### config.mk
export PLATFORM = sky130hd
export DESIGN_NAME = spi_frame_loader
export DESIGN_NICKNAME = d
export VERILOG_FILES = /design/src/rtl/spi_frame_loader.sv
export SDC_FILE = /design/constraint.sdc
export NUM_CORES = 1
export LEC_CHECK = 0
export ABC_AREA = 1
export CORE_MARGIN = 8
export CORE_UTILIZATION = 42
export DETAILED_ROUTE_END_ITERATION = 8
export GPL_TIMING_DRIVEN = 0
export SLEW_MARGIN = 25
export SYNTH_ARGS = -nofsm -noshare
export SYNTH_HDL_FRONTEND = slang
export SYNTH_SLANG_ARGS = --single-unit
### constraint.sdc
create_clock -name clk -period 1.5 [get_ports clk]
set_input_delay 0.3 -clock clk [delete_from_list [all_inputs] [get_ports clk]]
set_output_delay 0.3 -clock clk [all_outputs]
set_load 0.01 [all_outputs]
### src/rtl/spi_frame_loader.sv
// SPI mode-0 slave that oversamples the host pins in the clk domain and writes
// 3-bit pixels into the R/G/B frame RAMs through a shared write port.
module spi_frame_loader #(
  parameter int N           = 10,
  parameter int SYNC_STAGES = 2
) (
  input  logic         clk,
  input  logic         reset,
  input  logic         sck,
  input  logic         sdi,
  input  logic         cs_n,
  output logic         we,
  output logic [N-1:0] adr,
  output logic         r_wd,
  output logic         g_wd,
  output logic         b_wd,
  output logic         busy,
  output logic         frame_done,
  output logic         err
);

  typedef enum logic [2:0] {
    IDLE    = 3'd0,
    CMD     = 3'd1,
    ADDR_HI = 3'd2,
    ADDR_LO = 3'd3,
    DATA    = 3'd4,
    DISCARD = 3'd5
  } state_t;

  state_t state_r, state_nxt;

  logic [SYNC_STAGES-1:0] sck_sync_r, sdi_sync_r, cs_sync_r, vld_sync_r;
  logic sck_s, sdi_s, cs_s, vld_s;
  logic sck_prev_r, cs_prev_r, armed_r;
  logic sck_rise_s, cs_fall_s, cs_rise_s, byte_done_s;
  logic [7:0] byte_s;

  // The first seven bits of a byte; the eighth is taken straight from sdi_s.
  logic [6:0]   shift_r, shift_nxt;
  logic [2:0]   cnt_r, cnt_nxt;
  logic [7:0]   addr_hi_r, addr_hi_nxt;
  logic         pix_any_r, pix_any_nxt;
  logic         err_r, err_nxt;
  logic         we_r, we_nxt;
  logic [N-1:0] adr_r, adr_nxt;
  logic [2:0]   rgb_r, rgb_nxt;
  logic         frame_done_r, frame_done_nxt;

  // Input synchronizers; vld tracks which stages already hold post-reset samples.
  always_ff @(posedge clk) begin
    if (reset) begin
      sck_sync_r <= '0;
      sdi_sync_r <= '0;
      cs_sync_r  <= '1;
      vld_sync_r <= '0;
    end else begin
      sck_sync_r <= {sck_sync_r[SYNC_STAGES-2:0], sck};
      sdi_sync_r <= {sdi_sync_r[SYNC_STAGES-2:0], sdi};
      cs_sync_r  <= {cs_sync_r[SYNC_STAGES-2:0], cs_n};
      vld_sync_r <= {vld_sync_r[SYNC_STAGES-2:0], 1'b1};
    end
  end

  assign sck_s = sck_sync_r[SYNC_STAGES-1];
  assign sdi_s = sdi_sync_r[SYNC_STAGES-1];
  assign cs_s  = cs_sync_r[SYNC_STAGES-1];
  assign vld_s = vld_sync_r[SYNC_STAGES-1];

  // Edge history; armed_r blocks a start until cs_n has really been seen high after reset.
  always_ff @(posedge clk) begin
    if (reset) begin
      sck_prev_r <= 1'b0;
      cs_prev_r  <= 1'b1;
      armed_r    <= 1'b0;
    end else begin
      sck_prev_r <= sck_s;
      cs_prev_r  <= cs_s;
      armed_r    <= armed_r | (vld_s & cs_s);
    end
  end

  assign sck_rise_s  = ~sck_prev_r & sck_s;
  assign cs_fall_s   = armed_r & cs_prev_r & ~cs_s;
  assign cs_rise_s   = ~cs_prev_r & cs_s;
  assign byte_done_s = sck_rise_s & ~cs_s & (cnt_r == 3'd7) & (state_r != IDLE);
  assign byte_s      = {shift_r, sdi_s};

  // State register.
  always_ff @(posedge clk) begin
    if (reset) begin
      state_r <= IDLE;
    end else begin
      state_r <= state_nxt;
    end
  end

  // Next-state decode.
  always_comb begin
    state_nxt = state_r;
    case (state_r)
      IDLE: begin
        if (cs_fall_s) state_nxt = CMD;
        else           state_nxt = IDLE;
      end
      CMD, ADDR_HI, ADDR_LO, DATA, DISCARD: begin
        if (cs_rise_s) begin
          state_nxt = IDLE;
        end else if (byte_done_s) begin
          case (state_r)
            CMD: begin
              if (byte_s == 8'h01)      state_nxt = ADDR_HI;
              else if (byte_s == 8'h02) state_nxt = DATA;
              else                      state_nxt = DISCARD;
            end
            ADDR_HI: state_nxt = ADDR_LO;
            ADDR_LO: state_nxt = DATA;
            default: state_nxt = state_r;
          endcase
        end else begin
          state_nxt = state_r;
        end
      end
      default: state_nxt = IDLE;
    endcase
  end

  // Datapath and output next values; adr advances in the cycle after each write.
  always_comb begin
    shift_nxt      = shift_r;
    cnt_nxt        = cnt_r;
    addr_hi_nxt    = addr_hi_r;
    pix_any_nxt    = pix_any_r;
    err_nxt        = err_r;
    we_nxt         = 1'b0;
    rgb_nxt        = rgb_r;
    frame_done_nxt = 1'b0;
    if (we_r) adr_nxt = adr_r + N'(1);
    else      adr_nxt = adr_r;

    if (state_r == IDLE) begin
      if (cs_fall_s) begin
        cnt_nxt     = 3'd0;
        shift_nxt   = 7'd0;
        pix_any_nxt = 1'b0;
        err_nxt     = 1'b0;
      end else begin
        cnt_nxt = cnt_r;
      end
    end else begin
      frame_done_nxt = cs_rise_s & pix_any_r;
      if (!cs_rise_s && sck_rise_s && !cs_s) begin
        shift_nxt = byte_s[6:0];
        cnt_nxt   = cnt_r + 3'd1;
      end else begin
        cnt_nxt = cnt_r;
      end
      if (byte_done_s) begin
        case (state_r)
          CMD: begin
            if (byte_s == 8'h02)      adr_nxt = '0;
            else if (byte_s != 8'h01) err_nxt = 1'b1;
            else                      err_nxt = err_r;
          end
          ADDR_HI: addr_hi_nxt = byte_s;
          ADDR_LO: adr_nxt     = N'({addr_hi_r, byte_s});
          DATA: begin
            we_nxt      = 1'b1;
            rgb_nxt     = byte_s[2:0];
            pix_any_nxt = 1'b1;
          end
          default: err_nxt = err_r;
        endcase
      end else begin
        we_nxt = 1'b0;
      end
    end
  end

  // Datapath and output registers.
  always_ff @(posedge clk) begin
    if (reset) begin
      shift_r      <= 7'd0;
      cnt_r        <= 3'd0;
      addr_hi_r    <= 8'd0;
      pix_any_r    <= 1'b0;
      err_r        <= 1'b0;
      we_r         <= 1'b0;
      adr_r        <= '0;
      rgb_r        <= 3'd0;
      frame_done_r <= 1'b0;
    end else begin
      shift_r      <= shift_nxt;
      cnt_r        <= cnt_nxt;
      addr_hi_r    <= addr_hi_nxt;
      pix_any_r    <= pix_any_nxt;
      err_r        <= err_nxt;
      we_r         <= we_nxt;
      adr_r        <= adr_nxt;
      rgb_r        <= rgb_nxt;
      frame_done_r <= frame_done_nxt;
    end
  end

  assign we         = we_r;
  assign adr        = adr_r;
  assign r_wd       = rgb_r[2];
  assign g_wd       = rgb_r[1];
  assign b_wd       = rgb_r[0];
  assign busy       = (state_r != IDLE);
  assign frame_done = frame_done_r;
  assign err        = err_r;

endmodule

==> run metrics, run 1 <==
worst reg2reg setup slack=0.07 ns; count of pins over their slew limit=0; Worst setup SP type=flop; Period minus WS final=1.43 ns; EDFF count, synth=0; Worst Path Arrival=1.58 ns; H-tree lvl count=2; top post-synthesis cells by count=58 x nand2_1, 43 x dfxtp_1, 30 x a21oi_1; CP max-delay cell=dfxtp_2; kind of cell adding the most delay to the critical path=buffers and inverters; Post-Route Skew=0.00590 ns; I/O pins=22; slew margin rel.=61.1%; Layout Nets=290; status=finished clean; worst setup margin=0.0720 ns; combinational family with the most area after synthesis=simple AND/OR/NAND/NOR gates; Clock Tree Buf Depth=2; Worst setup EP type=flop; initial antenna violation count=0; RR Endpoint=shift_r[5]; critical path class=flop to flop; xor/xnor share of the synthesized area=1.40%; n_diodes=0; adder-cell share of the synthesized area=2.00%; Skew-Pair Late Insertion Delay=0.29 ns; first-pass GRT wire length=7160 um; flops & latches, synth=43; period utilization=95.2%; CTS Buf Count=5; die height=82.8 um; mux contribution to synthesized area=0.600%; die area=6860 um^2; Initial Util=43.4%; Worst-path clk slew=0.07 ns; hold_ws=0.405 ns; crit path cell chain=inv_2, nand2_4, nor2_4, buf_4, nand4_2, buf_4, nand3_1, a21oi_1; CP bufs+invs=3; clock sink count=43; worst-margin pin slew=0.584 ns; number of global-route vias before repair=1551; Post-synth ARST share=0%; Setup Viol. Count Final=0; main area contributors after synthesis=dfxtp_1 46%, nand2_1 12%, a21oi_1 8.0%, inv_1 5.8%, nand3_1 5.6%; most common cell in the netlist=nand2_1; pre-CTS setup slack=-0.0617 ns; Worst path max stage delay=0.35 ns; Pleak=1.06 nW; min-delay worst type=flop to flop; required time worst endpoint=1.66 ns; sequential-to-total area share from yosys stat=45.9%; DR vias/cell=4.93; Post-synth top flop=dfxtp_1; Clock Tree Root=clkbuf_8; routability cong.=0.822; DRT antenna net count=0; Avg Synthesized Cell Area=7.48 um^2; Min-Delay Endpoint=sck_sync_r[1]; most used cell, CP=buf_4; share of cells above drive strength 1=18.7%; Layout area overhead=25.1%; hpwl dp=2920 um; drt drc=0; overall die width=82.8 um; RSZ-0062 raised after global routing=yes; Hold Crit Start=sck_sync_r[0]; max cap viols=0; Routed wire per std cell=12.6 um; hold path cells=2; PwrDens=839 nW/um^2; critical-path maximum fanout=10; Synth Cell Area=1880 um^2; Max VDD drop=0.486 mV; global route overflow=0; Overall Global Routing Usage=12.4%; final hold vios=0; Synth area leader=dfxtp_1; post-synthesis simple-gate area fraction=30.5%; largest net degree at the start of global routing=13; final core occ=54.3%; core area=4320 um^2; worst r2r path cells=8; Synth warnings=0; initial drt markers=97; Syn Nets=259; Compound-Gate Fraction of Synth Area=11.2%; Reg-to-Reg Start=state_r[1]; Mapped Cells=251; Port-buffer cells=20; drt pass-1 iters=4; area share of the largest cell type after synthesis=45.9%; row count=24; TritonCTS clock tree=yes; Fillers=431; WL final=4210 um; Max Clock Freq=700 MHz; vias=1653; Yosys cell types=31
==> layout make-up <==
cell class / instances / area, um^2 / share of cell area [%]
buffer: 6 / 30.0 / 1.28
multi-input combinational: 170 / 963 / 41.0
tap: 52 / 65.1 / 2.77
clock buffer: 7 / 76.3 / 3.25
timing repair buffer: 22 / 210 / 8.95
sequential: 43 / 866 / 36.9
clock inverter: 1 / 5.00 / 0.213
inverter: 34 / 133 / 5.65
==> logic make-up after synthesis <==
family          count (synthesis)
fa+ha+maj                       3
simple gates                  121
xor+xnor                        3
mux                             1
flops                          43
buf+inv                        40
compound gates                 40
==> cell usage in the layout, fill, tap and decap left out, drive strengths merged <==
master	instances
buf	5
clkbuf	11
a21oi	30
a21boi	1
dlymetal6s2s	5
o21bai	1
o21ai	7
nor3	1
mux2	1
or2	5
nand2	62
dfxtp	43
xnor2	1
o211a	1
inv	33
clkinv	2
nand3b	2
nand3	21
nor2	29
nand4	3
ha	3
clkdlybuf4s50	4
dlygate4sd2	10
xor2	2
==> worst max-delay path by stage <==
| stage | from | slack (ns) | depth (start not counted) | end |
|---|---|---|---|---|
| after floorplan | cnt_r[0] | 0.22 | 8 | adr[2] |
| after global placement | state_r[1] | -0.04 | 5 | busy |
| after detailed placement | state_r[1] | -0.06 | 5 | busy |
| after CTS | cnt_r[0] | 0.007 | 9 | addr_hi_r[1] |
| after global routing | state_r[1] | -0.003 | 8 | shift_r[2] |
| final | state_r[1] | 0.07 | 8 | shift_r[5] |
==> worst register-to-register path: stages (launching register included) <==
cell,delay (ns)
dfxtp_2,0.35
inv_2,0.08
nand2_4,0.07
nor2_4,0.14
buf_4,0.15
nand4_2,0.14
buf_4,0.22
nand3_1,0.08
a21oi_1,0.07
==> per-layer routing <==
layer | part of all wire [%] | track usage, % | wire (um)
met5 | 0 | 0 | 0
met4 | 1.9 | 5.43 | 80
met3 | 4.5 | 4.00 | 191
met2 | 48 | 20.4 | 2010
met1 | 46 | 14.3 | 1930
==> what timing repair did <==
item                                    in CTS  in global routing
hold buffers                                 0                  0
resized for setup                           24                 26
gates cloned                                 2                  0
pin swaps                                    5                  2
endpoints found under the setup margin      21                 23
setup buffers                                2                  0
==> metrics by stage <==
step	power (mW)	TNS [ns]	instances	cell area [um^2]
global route	2.05	-0.00320	335	2350
detailed placement	1.29	-0.0933	323	2140
finish	1.97	0	335	2350
global placement	1.28	-0.0441	323	2140
floorplan	1.25	0	251	1880
CTS	1.99	0	335	2260
==> report_power, final <==
group / internal (mW) / leakage (nW) / switching (mW) / total (mW)
logic: 0.0358 / 0.670 / 0.0695 / 0.105
registers: 1.16 / 0.351 / 0.00895 / 1.17
clock network: 0.327 / 0.0422 / 0.373 / 0.700
==> sequential cells by signal, indices dropped and copies added, names as in the netlist <==
register	flops
addr_hi_r	2
adr	10
frame_done	1
cnt_r	3
rgb_r	3
shift_r	7
state_r	3
sck_sync_r	2
sdi_sync_r	2
cs_prev_r	1
we	1
vld_sync_r	2
cs_sync_r	2
err	1
sck_prev_r	1
armed_r	1
pix_any_r	1
Note: power is estimated with default switching activity, not from simulation.
==> run 2: changes to the inputs <==
CTS_CLUSTER_DIAMETER = 50   (was not set)
clock period = 1.45 ns   (was 1.5 ns; I/O delays follow)
==> run metrics, run 2 (synthesis gave the netlist of run 1 again) <==
row count=24 (unchanged); Hold Crit Start=sck_sync_r[0]; CTS Buf Count=5 (unchanged); Worst Path Arrival=1.64 ns (+0.06 ns); worst-margin pin slew=0.583 ns (-0.00133 ns); count of pins over their slew limit=0 (unchanged); total power=2.04 mW (+3.6%); die height=82.8 um (unchanged); period utilization=97.7% (+2.5 points); WL final=4210 um (about the same); TritonCTS clock tree=yes; critical path class=flop to flop; Setup Viol. Count Final=0 (unchanged); H-tree lvl count=2 (unchanged); status=finished clean; Max Clock Freq=706 MHz (+0.78%); CP max-delay cell=dfxtp_4; required time worst endpoint=1.68 ns (+0.02 ns); clock sink count=43 (unchanged); crit path cell chain=ha_4, ha_4, nand3_4, inv_4, nand2_8, nor2_4, inv_2, a21oi_2; die area=6860 um^2 (unchanged); final hold vios=0 (unchanged); most used cell, CP=ha_4; max reg flops=10 (unchanged); Worst Setup SP=cnt_r[0]; Worst setup EP type=flop; first-pass GRT wire length=7120 um (-0.49%); overall die width=82.8 um (unchanged); routability cong.=0.822 (unchanged); sequential standard cell area=868 um^2 (+0.29%); vias=1658 (+0.30%); n_diodes=0 (unchanged); RSZ-0062 raised after global routing=yes; number of global-route vias before repair=1545 (-0.39%); Overall Global Routing Usage=12.3% (-0.061 points); DR vias/cell=4.95 (+0.30%); PwrDens=866 nW/um^2 (+3.2%); I/O pins=22 (unchanged); Routed wire per std cell=12.6 um (about the same); most frequent cells in the layout=57 x nand2_1, 39 x dfxtp_1, 26 x a21oi_1, 24 x inv_1, 20 x nand3_1; Worst-path clk slew=0.07 ns (about the same); hpwl dp=2920 um (unchanged); Worst setup SP type=flop; share of cells above drive strength 1=19.4% (+0.71 points); worst setup margin=0.0330 ns (-0.0390 ns); area of the multi-input gates=985 um^2 (+2.2%); largest net degree at the start of global routing=13 (unchanged); core area=4320 um^2 (unchanged); initial drt markers=95 (-2.1%); drt drc=0 (unchanged); max cap viols=0 (unchanged); Post-Route Skew=0.00590 ns (+0.00000696 ns); min-delay worst type=flop to flop; Period minus WS final=1.42 ns (-0.0110 ns); commonest non-fill, non-tap cell in the layout=nand2_1; critical-path maximum fanout=7 (-3); final core occ=54.5% (+0.20 points); Clock Tree Buf Depth=2 (unchanged); Initial Util=43.4% (unchanged); Clock Tree Root=clkbuf_8; global route overflow=0 (unchanged); Reg-to-Reg Start=cnt_r[0]; Fillers=435 (+0.93%); Worst path max stage delay=0.37 ns (+0.02 ns); Layout Nets=290 (unchanged); initial antenna violation count=0 (unchanged); Max VDD drop=0.503 mV (+3.6%); DRT antenna net count=0 (unchanged); Skew-Pair Late Insertion Delay=0.29 ns (about the same); slew margin rel.=61.1% (+0.088 points); drt pass-1 iters=4 (unchanged); Pleak=0.992 nW (-6.7%); pre-CTS setup slack=-0.102 ns (-0.0400 ns); Port-buffer cells=20 (unchanged); Layout area overhead=25.6%
-- run 2: final timing paths --
path	to	slack, ns	cells past startpoint
min reg2reg	sck_sync_r[1]	0.40	2
max	pix_any_r	0.03	8
min	sck_sync_r[1]	0.40	2
max reg2reg	pix_any_r	0.03	8
-- run 2: where the power goes --
part / switching [mW] / total [mW] / leakage (nW) / internal, mW
combinational: 0.0739 / 0.111 / 0.599 / 0.0372
sequential: 0.0103 / 1.20 / 0.351 / 1.19
clock: 0.388 / 0.726 / 0.0422 / 0.338
total: 0.472 / 2.04 / 0.992 / 1.57
-- run 2: per-stage QoR --
stage / hold slack [ns] / instances / cell area (um^2) / TNS [ns]
6_report: 0.405 / 335 / 2360 / 0
5_1_grt: 0.415 / 335 / 2360 / -0.153
4_1_cts: 0.407 / 335 / 2260 / 0
3_5_place_dp: 0.395 / 323 / 2140 / -0.475
3_3_place_gp: 0.389 / 323 / 2140 / -0.538
2_1_floorplan: 0.388 / 251 / 1880 / 0
-- run 2: critical path: cells and delay by family (launching register included) --
family / cells / cell delay [ns]
compound gates: 1 / 0.11
fa+ha+maj: 2 / 0.27
simple gates: 3 / 0.40
flops: 1 / 0.37
buf+inv: 2 / 0.19
-- run 2: final cells by class --
cell class	count	area share [%]
tap	52	2.76
timing repair buffer	22	8.12
clock inverter	1	0.212
buffer	6	1.43
clock buffer	7	3.24
sequential	43	36.8
multi-input combinational	170	41.8
inverter	34	5.63
-- run 2: repair_timing --
item	4_1_cts	5_1_grt
pin swaps	5	4
gates resized for setup	32	26
setup endpoints to repair	31	26
endpoints found under the hold margin	0	0
hold buffers	0	0
gates cloned	2	0
buffers inserted	2	0
-- run 2: layer usage --
metal | global-route usage, % | wire [um]
met5 | 0 | 0
met2 | 20.3 | 2020
met4 | 5.43 | 97
met3 | 4.00 | 214
met1 | 14.2 | 1880
